File: config.mk
export PLATFORM = sky130hd
export DESIGN_NAME = periph_bus_master
export DESIGN_NICKNAME = d
export VERILOG_FILES = /design/src/rtl/periph_bus_master.sv
export SDC_FILE = /design/constraint.sdc
export NUM_CORES = 1
export LEC_CHECK = 0
export ABC_CLOCK_PERIOD_IN_PS = 8350
export BUFFER_PORTS_ARGS = -buffer_cell sky130_fd_sc_hd__buf_2
export CAP_MARGIN = 20
export CORE_MARGIN = 5
export CORE_UTILIZATION = 26
export CTS_CLUSTER_DIAMETER = 80
export CTS_CLUSTER_SIZE = 28
export DETAILED_ROUTE_END_ITERATION = 6
export SETUP_SLACK_MARGIN = 0.3
export SLEW_MARGIN = 30
export SYNTH_ARGS = -nofsm -noshare
export SYNTH_HDL_FRONTEND = slang
export SYNTH_SLANG_ARGS = --single-unit
File: constraint.sdc
create_clock -name clk -period 8.35 [get_ports clk]
set_input_delay 0.835 -clock clk [delete_from_list [all_inputs] [get_ports clk]]
set_output_delay 0.835 -clock clk [all_outputs]
set_load 0.05 [all_outputs]
File: src/rtl/periph_bus_master.sv
// ============================================================================
//  Module   : periph_bus_master
//  Purpose  : Initiator for the peripherals register bus (A/WD/WE/RD).
//             Queues read / write / atomic bit-set / atomic bit-clear
//             requests in a small FIFO and turns each one into registered
//             bus cycles. Read data (and the pre-modification value for
//             set/clear) is returned on a valid/ready response channel.
//  Ports    : clk, rst                      - clock, async active-high reset
//             req_valid/req_ready/req_op/req_addr/req_wdata - request channel
//             rsp_valid/rsp_ready/rsp_rdata - response channel
//             A, WD, WE                     - registered bus outputs
//             RD                            - bus read data, combinational in A
//  Revision : 1.0  initial release
// ============================================================================
`timescale 1ns/1ps
`default_nettype none

module periph_bus_master #(
    parameter int FIFO_DEPTH = 4,
    parameter int ADDR_W     = 5,
    parameter int DATA_W     = 32
) (
    input  logic              clk,
    input  logic              rst,
    input  logic              req_valid,
    output logic              req_ready,
    input  logic [1:0]        req_op,
    input  logic [ADDR_W-1:0] req_addr,
    input  logic [DATA_W-1:0] req_wdata,
    output logic              rsp_valid,
    input  logic              rsp_ready,
    output logic [DATA_W-1:0] rsp_rdata,
    output logic [ADDR_W-1:0] A,
    output logic [DATA_W-1:0] WD,
    output logic              WE,
    input  logic [DATA_W-1:0] RD
);

    localparam int              c_ptr_w    = $clog2(FIFO_DEPTH);
    localparam logic [c_ptr_w:0] c_depth   = (c_ptr_w + 1)'(FIFO_DEPTH);
    localparam logic [1:0]      c_op_read  = 2'b00;
    localparam logic [1:0]      c_op_write = 2'b01;
    localparam logic [1:0]      c_op_set   = 2'b10;

    typedef enum logic [1:0] {
        S_IDLE   = 2'd0,
        S_ISSUE  = 2'd1,
        S_RMW_WR = 2'd2,
        S_RESP   = 2'd3
    } state_t;

    state_t r_state, w_state_nxt;

    // ---------------- request FIFO ----------------
    logic [1:0]         r_fifo_op   [FIFO_DEPTH];
    logic [ADDR_W-1:0]  r_fifo_addr [FIFO_DEPTH];
    logic [DATA_W-1:0]  r_fifo_data [FIFO_DEPTH];
    logic [c_ptr_w-1:0] r_wr_ptr, r_rd_ptr;
    logic [c_ptr_w:0]   r_count;
    logic               w_push, w_pop, w_empty, w_full;

    // ---------------- current operation / outputs ----------------
    logic [1:0]         r_op;
    logic [ADDR_W-1:0]  r_addr;
    logic [DATA_W-1:0]  r_data;
    logic [ADDR_W-1:0]  r_a,  w_a_nxt;
    logic [DATA_W-1:0]  r_wd, w_wd_nxt;
    logic               r_we, w_we_nxt;
    logic               r_rsp_valid, w_rsp_valid_nxt;
    logic [DATA_W-1:0]  r_rsp_rdata, w_rsp_rdata_nxt;

    assign w_empty   = (r_count == '0);
    assign w_full    = (r_count == c_depth);
    assign req_ready = !w_full;
    assign w_push    = req_valid && !w_full;

    assign A         = r_a;
    assign WD        = r_wd;
    assign WE        = r_we;
    assign rsp_valid = r_rsp_valid;
    assign rsp_rdata = r_rsp_rdata;

    // FIFO storage carries no reset; validity is tracked by r_count.
    always_ff @(posedge clk) begin
        if (w_push) begin
            r_fifo_op[r_wr_ptr]   <= req_op;
            r_fifo_addr[r_wr_ptr] <= req_addr;
            r_fifo_data[r_wr_ptr] <= req_wdata;
        end
    end

    // State register
    always_ff @(posedge clk or posedge rst) begin
        if (rst) begin
            r_state <= S_IDLE;
        end else begin
            r_state <= w_state_nxt;
        end
    end

    // Next state and next registered outputs. Bus outputs are computed one
    // cycle ahead so that A/WD/WE come straight from flops.
    always_comb begin
        w_state_nxt     = r_state;
        w_pop           = 1'b0;
        w_a_nxt         = '0;
        w_wd_nxt        = '0;
        w_we_nxt        = 1'b0;
        w_rsp_valid_nxt = r_rsp_valid;
        w_rsp_rdata_nxt = r_rsp_rdata;
        case (r_state)
            S_IDLE: begin
                if (!w_empty) begin
                    w_pop       = 1'b1;
                    w_state_nxt = S_ISSUE;
                    w_a_nxt     = r_fifo_addr[r_rd_ptr];
                    if (r_fifo_op[r_rd_ptr] == c_op_write) begin
                        w_wd_nxt = r_fifo_data[r_rd_ptr];
                        w_we_nxt = 1'b1;
                    end
                end
            end
            S_ISSUE: begin
                if (r_op == c_op_write) begin
                    w_state_nxt = S_IDLE;
                end else begin
                    // rsp_rdata doubles as the old-value register for RMW;
                    // the write-back value is formed from RD at the same edge.
                    w_rsp_rdata_nxt = RD;
                    if (r_op == c_op_read) begin
                        w_state_nxt     = S_RESP;
                        w_rsp_valid_nxt = 1'b1;
                    end else begin
                        w_state_nxt = S_RMW_WR;
                        w_a_nxt     = r_addr;
                        w_we_nxt    = 1'b1;
                        w_wd_nxt    = (r_op == c_op_set) ? (RD | r_data)
                                                         : (RD & ~r_data);
                    end
                end
            end
            S_RMW_WR: begin
                w_state_nxt     = S_RESP;
                w_rsp_valid_nxt = 1'b1;
            end
            S_RESP: begin
                if (rsp_ready) begin
                    w_state_nxt     = S_IDLE;
                    w_rsp_valid_nxt = 1'b0;
                end
            end
            default: w_state_nxt = S_IDLE;
        endcase
    end

    // Datapath, FIFO pointers and registered outputs
    always_ff @(posedge clk or posedge rst) begin
        if (rst) begin
            r_wr_ptr    <= '0;
            r_rd_ptr    <= '0;
            r_count     <= '0;
            r_op        <= '0;
            r_addr      <= '0;
            r_data      <= '0;
            r_a         <= '0;
            r_wd        <= '0;
            r_we        <= 1'b0;
            r_rsp_valid <= 1'b0;
            r_rsp_rdata <= '0;
        end else begin
            r_a         <= w_a_nxt;
            r_wd        <= w_wd_nxt;
            r_we        <= w_we_nxt;
            r_rsp_valid <= w_rsp_valid_nxt;
            r_rsp_rdata <= w_rsp_rdata_nxt;
            if (w_push) begin
                r_wr_ptr <= r_wr_ptr + c_ptr_w'(1);
            end
            if (w_pop) begin
                r_rd_ptr <= r_rd_ptr + c_ptr_w'(1);
                r_op     <= r_fifo_op[r_rd_ptr];
                r_addr   <= r_fifo_addr[r_rd_ptr];
                r_data   <= r_fifo_data[r_rd_ptr];
            end
            case ({w_push, w_pop})
                2'b10:   r_count <= r_count + (c_ptr_w + 1)'(1);
                2'b01:   r_count <= r_count - (c_ptr_w + 1)'(1);
                default: r_count <= r_count;
            endcase
        end
    end

endmodule

`default_nettype wire

Word level (Yosys, flattened, before mapping) --
Memories as Yosys holds them, arrays and structs flattened. Cells that the tools add are included.
Storage, ports and cells: register bits 119, latch bits 0, RAM bits 156, ROM bits 0, bits of input ports 75, output and inout port bits 72, logic and storage cells 75, memories 3
Cells by class: add/sub/neg operators 4, multipliers 0, div/mod/pow operators 0, $lt $le $gt $ge 0, eq/ne operators 13, shift operators 0, mux-type cells 29, bitwise operators 4, reduce and logical (&&, ||, !) cells 10
Memories:
- r_fifo_data | depth 4, bits a word 32, read ports 1, clocked after memory_dff 0, write ports 1, line 57 | logic [DATA_W-1:0] r_fifo_data [FIFO_DEPTH];
- r_fifo_addr | depth 4, bits a word 5, read ports 1, clocked after memory_dff 0, write ports 1, line 56 | logic [ADDR_W-1:0] r_fifo_addr [FIFO_DEPTH];
- r_fifo_op | depth 4, bits a word 2, read ports 1, clocked after memory_dff 0, write ports 1, line 55 | logic [1:0] r_fifo_op [FIFO_DEPTH];
Operators with widths (number):
- $mux W32 | 5
- $pmux W32 S2 | 1
- $and A32 B32 Y32 | 1
- $not A32 Y32 | 1
- $or A32 B32 Y32 | 1
- $mux W5 | 3
- $mux W1 | 12
- $pmux W5 S2 | 1
- $eq A2 B1 Y1 const B | 4
- $eq A2 B2 Y1 const B | 4
- $ne A2 B2 Y1 const B | 4
- $pmux W2 S4 | 1
- $mux W2 | 3
- $pmux W3 S2 | 1
- $add A2 B1 Y2 const B | 2
- $logic_not A2 Y1 | 2
- $reduce_and A2 Y1 | 2
- $reduce_and A4 Y1 | 1
- $add A3 B1 Y3 const B | 1
- $eq A3 B3 Y1 const B | 1
- $logic_not A3 Y1 | 1
- $pmux W1 S3 | 1
- $reduce_bool A3 Y1 | 1
- $sub A3 B1 Y3 const B | 1
- other kinds (5) | 5

Longest topological paths before layout --
word-level depth 6, gate-level depth with buffers 10

Least setup slack after synthesis --
OpenSTA, ideal clock, no wires.
path type reg-to-reg, start register r_count[0], end register r_count[2], data arrival time 2.346 ns, required time 8.271 ns, path slack 5.925 ns, stages on the path, launching flop included 10, path buffers 0, path through dfrtp_1 or3b_1 and2_1 inv_1 ha_1 inv_1 fa_1 xor2_1 nor2_1 xor2_1
On the way: word-level cells in the longest chain between the ends 5
Ends and longest elaborated chain:
- start: declaration | line 59 | logic [c_ptr_w:0] r_count;
- start signal: assignment | line 186 | 2'b10: r_count <= r_count + (c_ptr_w + 1)'(1);
- start signal: assignment | line 187 | 2'b01: r_count <= r_count - (c_ptr_w + 1)'(1);
- start signal: assignment | line 188 | default: r_count <= r_count;
- $eq A3 B3 Y1 (*) | line 73 | assign w_full = (r_count == c_depth);
- $logic_not A1 Y1 (*)
- via req_ready | line 26 | output logic req_ready,
- $logic_and A1 B1 Y1 (*) | line 75 | assign w_push = req_valid && !w_full;
- $eq A2 B1 Y1 / $eq A2 B2 Y1 (equally long branches) | line 185 | case ({w_push, w_pop})
- $pmux W3 S2 / $reduce_bool A2 Y1 (equally long branches)
Mark *: on every way through the listed nets, which the timed path passes. The rest lies on a longest branch. A chain may end at the register's enable or synchronous reset.

Worst setup path after layout --
start register r_count[0], end register r_count[2]
On the way: word-level cells in the longest chain between the ends 5
Ends and longest elaborated chain:
- $logic_not A3 Y1 (*) | line 72 | assign w_empty = (r_count == '0);
- $mux W1 (*) | line 113 | if (!w_empty) begin
- $mux W1 (*) | line 111 | case (r_state)
- via w_pop | line 60 | logic w_push, w_pop, w_empty, w_full;
- $eq A2 B1 Y1 / $eq A2 B2 Y1 (equally long branches) | line 185
- $pmux W3 S2 / $reduce_bool A2 Y1 (equally long branches)
Marks and branches as above.

==> qor.csv <==
stage,metric,value,unit
status,status,finished clean,
worst_setup_path,CP Class,flip-flop to flip-flop,
sta,Fin Setup TNS,0,ps
clock_network,post-CTS sizing,0,
worst_setup_path,CP Capture Type,flip-flop,
floorplan,chip width,212,um
routing,Detail Route Antenna Nets,0,
routing,drt drc,0,
cells_and_area,area grow syn2layout,17.3,%
sta,Final Cycle Share,30.9,%
worst_setup_path,reg2reg start,r_count[0],
power,P per Cell Area,392,mW/mm^2
routing,routed wire length,23.7,mm
grt,global-route wire length before repair,35.7,mm
synth,"FF+latch count, synth",275,
synth,Synth async-reset ratio,43.3,%
routing,wire length per cell,19.5,um
cells_and_area,final net count,761,
place,post-DP HPWL,15.3,mm
worst_setup_path,"Slowest-stage cell, CP",or3_1,
synth,Netlist cell types,34,
clock_network,clock tree buffer depth,3,
synth,Syn. warnings,0,
sta,Max Clock Skew,14.7,ps
synth,Mapped Cells,537,
clock_network,clock sink total,275,
sta,max_slew headroom,37.6,%
grt,GRT Overall Usage,10.4,%
sta,Fmax achieved,0.387,GHz
clock_network,worst skew pair latency,490,ps
grt,antenna violations before repair,9,
place,number of buffers added on ports,146,
worst_setup_path,CP max stage delay,510,ps
worst_setup_path,worst-path fanout max,41,
place,area post-placement,0.0119,sq mm
routing,First-pass DRT Iterations,6,
floorplan,Starting Density,26.4,%
cells_and_area,share of layout cells above drive strength 1,44.0,%
synth,"Seq/Total Area, Yosys",72.5,%
sta,Final Hold Fails,0,
worst_setup_path,critical path arrival,2960,ps
routing,1st-iter DRT viols,320,
sta,# setup viols final,0,
clock_network,CTS Hold Bufs,0,
routing,via count,5264,
worst_setup_path,Critical Path Start,r_count[0],
floorplan,Die ar.,0.0448,sq mm
floorplan,Die Span Y,212,um
routing,Via density,4.33,
floorplan,IO Count,147,
grt,largest net degree at the start of global routing,71,
floorplan,Core Footprint,0.0400,sq mm
cells_and_area,"commonest non-fill, non-tap cell in the layout",edfxtp_1,
synth,Post-synth EDFFs,156,
synth,synthesized area per cell,19.7,sq um
grt,grt ovf,0,
clock_network,clk slew on worst S/H paths,110,ps
clock_network,Root Buffer,clkbuf_16,
clock_network,CTS buffer count,15,
worst_setup_path,CP required,8730,ps
power,peak supply drop,157,uV
sta,Worst-Margin Slew,933,ps
clock_network,Post-CTS Setup Inserts,0,
sta,Max Transition Viols Final,0,
cells_and_area,final instance area,0.0124,sq mm
worst_setup_path,type of origin of the critical path,flip-flop,
clock_network,TritonCTS clock tree,yes,
place,RD Place Congestion,0.678,
sta,RSZ-0062 raised after global routing,false,
grt,vias in the first global route,5755,
worst_setup_path,reg2reg path depth,10,
synth,Mapped Nets,618,
cells_and_area,"commonest non-fill, non-tap cells in the layout","edfxtp_1, buf_2, dfrtp_1",
sta,"Min Clock Period, post-route",2580,ps
floorplan,row count,73,
hold_path,Min-Delay Path Class,input port to asynchronous set/reset pin,
synth,Synth Cell Area,0.0106,sq mm
job,total of max-cap violations,0,
clock_network,H-tree depth,1,
power,Leak,4.87,nW
synth,Most used DFF post-synth,edfxtp_1,
worst_setup_path,cells along the critical path,"or3_1, nand2_2, buf_4, inv_1, ha_1, inv_1, fa_1, xor2_1, nor2_1, xor2_1",
through the flow:
step                      utilization [%]  instances  hold slack, ps  total power, mW  setup slack (ps)
final                                31.0       1215             369             4.86              5770
after global routing                 31.0       1214             402             5.14              5550
after CTS                            30.9       1212             380             4.94              5690
after detailed placement             29.7       1187             467             4.12              5720
after global placement               29.7       1187             460             4.09              5750
after floorplan                         -        537             450             3.60              4360
worst paths after layout:
kind                            endpoint  slack [ps]
setup / recovery              r_count[2]        5770
hold / removal              rsp_rdata[1]         370
setup reg to reg              r_count[2]        5770
hold reg to reg                r_addr[1]         490
max in group asynchronous  rsp_rdata[26]        6910
min in group clk               r_addr[1]         490
flip-flops by register name, indices dropped and copies added (netlist names), named ones only:
| signal | flops |
|---|---|
| r_data | 32 |
| r_fifo_addr | 20 |
| WE | 1 |
| r_wr_ptr | 2 |
| r_op | 2 |
| A | 5 |
| rsp_valid | 1 |
| r_count | 3 |
| WD | 32 |
| r_state | 1 |
| rsp_rdata | 32 |
| r_rd_ptr | 2 |
| r_fifo_op | 8 |
| r_addr | 5 |
| r_fifo_data | 128 |
cell families (layout without fill, tap and decap cells):
| logic type | count (synthesis) | in the layout | share of synthesized area [%] |
|---|---|---|---|
| DFF | 275 | 275 | 72.5 |
| muxes | 139 | 139 | 18.6 |
| AOI/OAI and AO/OA | 48 | 48 | 4.33 |
| buffers and inverters | 37 | 188 | 1.94 |
| and+or+nand+nor | 26 | 26 | 1.41 |
| adders and majority gates | 6 | 6 | 0.781 |
| xor gates and xnor gates | 6 | 6 | 0.497 |
| other | 0 | 2 | 0 |
layer usage:
metal / up-vias / track usage, % / wire length, um
li1: 2369 / - / -
met1: 2747 / 12.9 / 9820
met2: 100 / 18.3 / 12100
met3: 34 / 2.52 / 1300
met4: 14 / 2.38 / 379
met5: - / 0 / 88
worst max-delay path: cells and delay by family, from the launching register on:
| family | cells | cell delay, ps |
|---|---|---|
| buf+inv | 3 | 680 |
| simple gates | 3 | 660 |
| flops | 1 | 440 |
| fa+ha+maj | 2 | 400 |
| xor+xnor | 2 | 290 |
power by group:
part / switching (mW) / total (mW) / internal (mW) / leakage, nW
Clock: 0.454 / 0.808 / 0.355 / 0.229
Combinational: 1.20 / 1.92 / 0.721 / 1.74
Sequential: 0.253 / 2.14 / 1.89 / 2.90
synth_stat cells, types with 2 or more instances:
| library cell | instances | area, sq um |
|---|---|---|
| nand2_1 | 4 | 15.0 |
| mux4_2 | 39 | 878 |
| dfrtp_1 | 119 | 2980 |
| clkbuf_1 | 9 | 33.8 |
| a21o_1 | 11 | 82.6 |
| o21ai_0 | 2 | 10.0 |
| nor2_1 | 3 | 11.3 |
| a22oi_1 | 2 | 15.0 |
| xnor2_1 | 4 | 35.0 |
| xor2_1 | 2 | 17.5 |
| nor2b_1 | 2 | 12.5 |
| o2bb2ai_1 | 22 | 193 |
| mux2_2 | 67 | 754 |
| buf_2 | 10 | 50.1 |
| edfxtp_1 | 156 | 4680 |
| buf_6 | 4 | 45.0 |
| o2bb2ai_2 | 10 | 150 |
| mux2i_1 | 33 | 330 |
| and3_1 | 9 | 56.3 |
| inv_1 | 10 | 37.5 |
| ha_1 | 5 | 62.6 |
| buf_4 | 2 | 15.0 |
cell type report:
class	count	area [sq um]
Clock buffer	19	390
Tap cell	525	657
Fill cell	3915	27600
Timing Repair Buffer	153	800
Multi-Input combinational cell	225	2750
Clock inverter	6	81.3
Sequential cell	275	7670
Inverter	10	42.5
Antenna cell	2	5.00
Note: power is estimated with default switching activity, not from simulation.
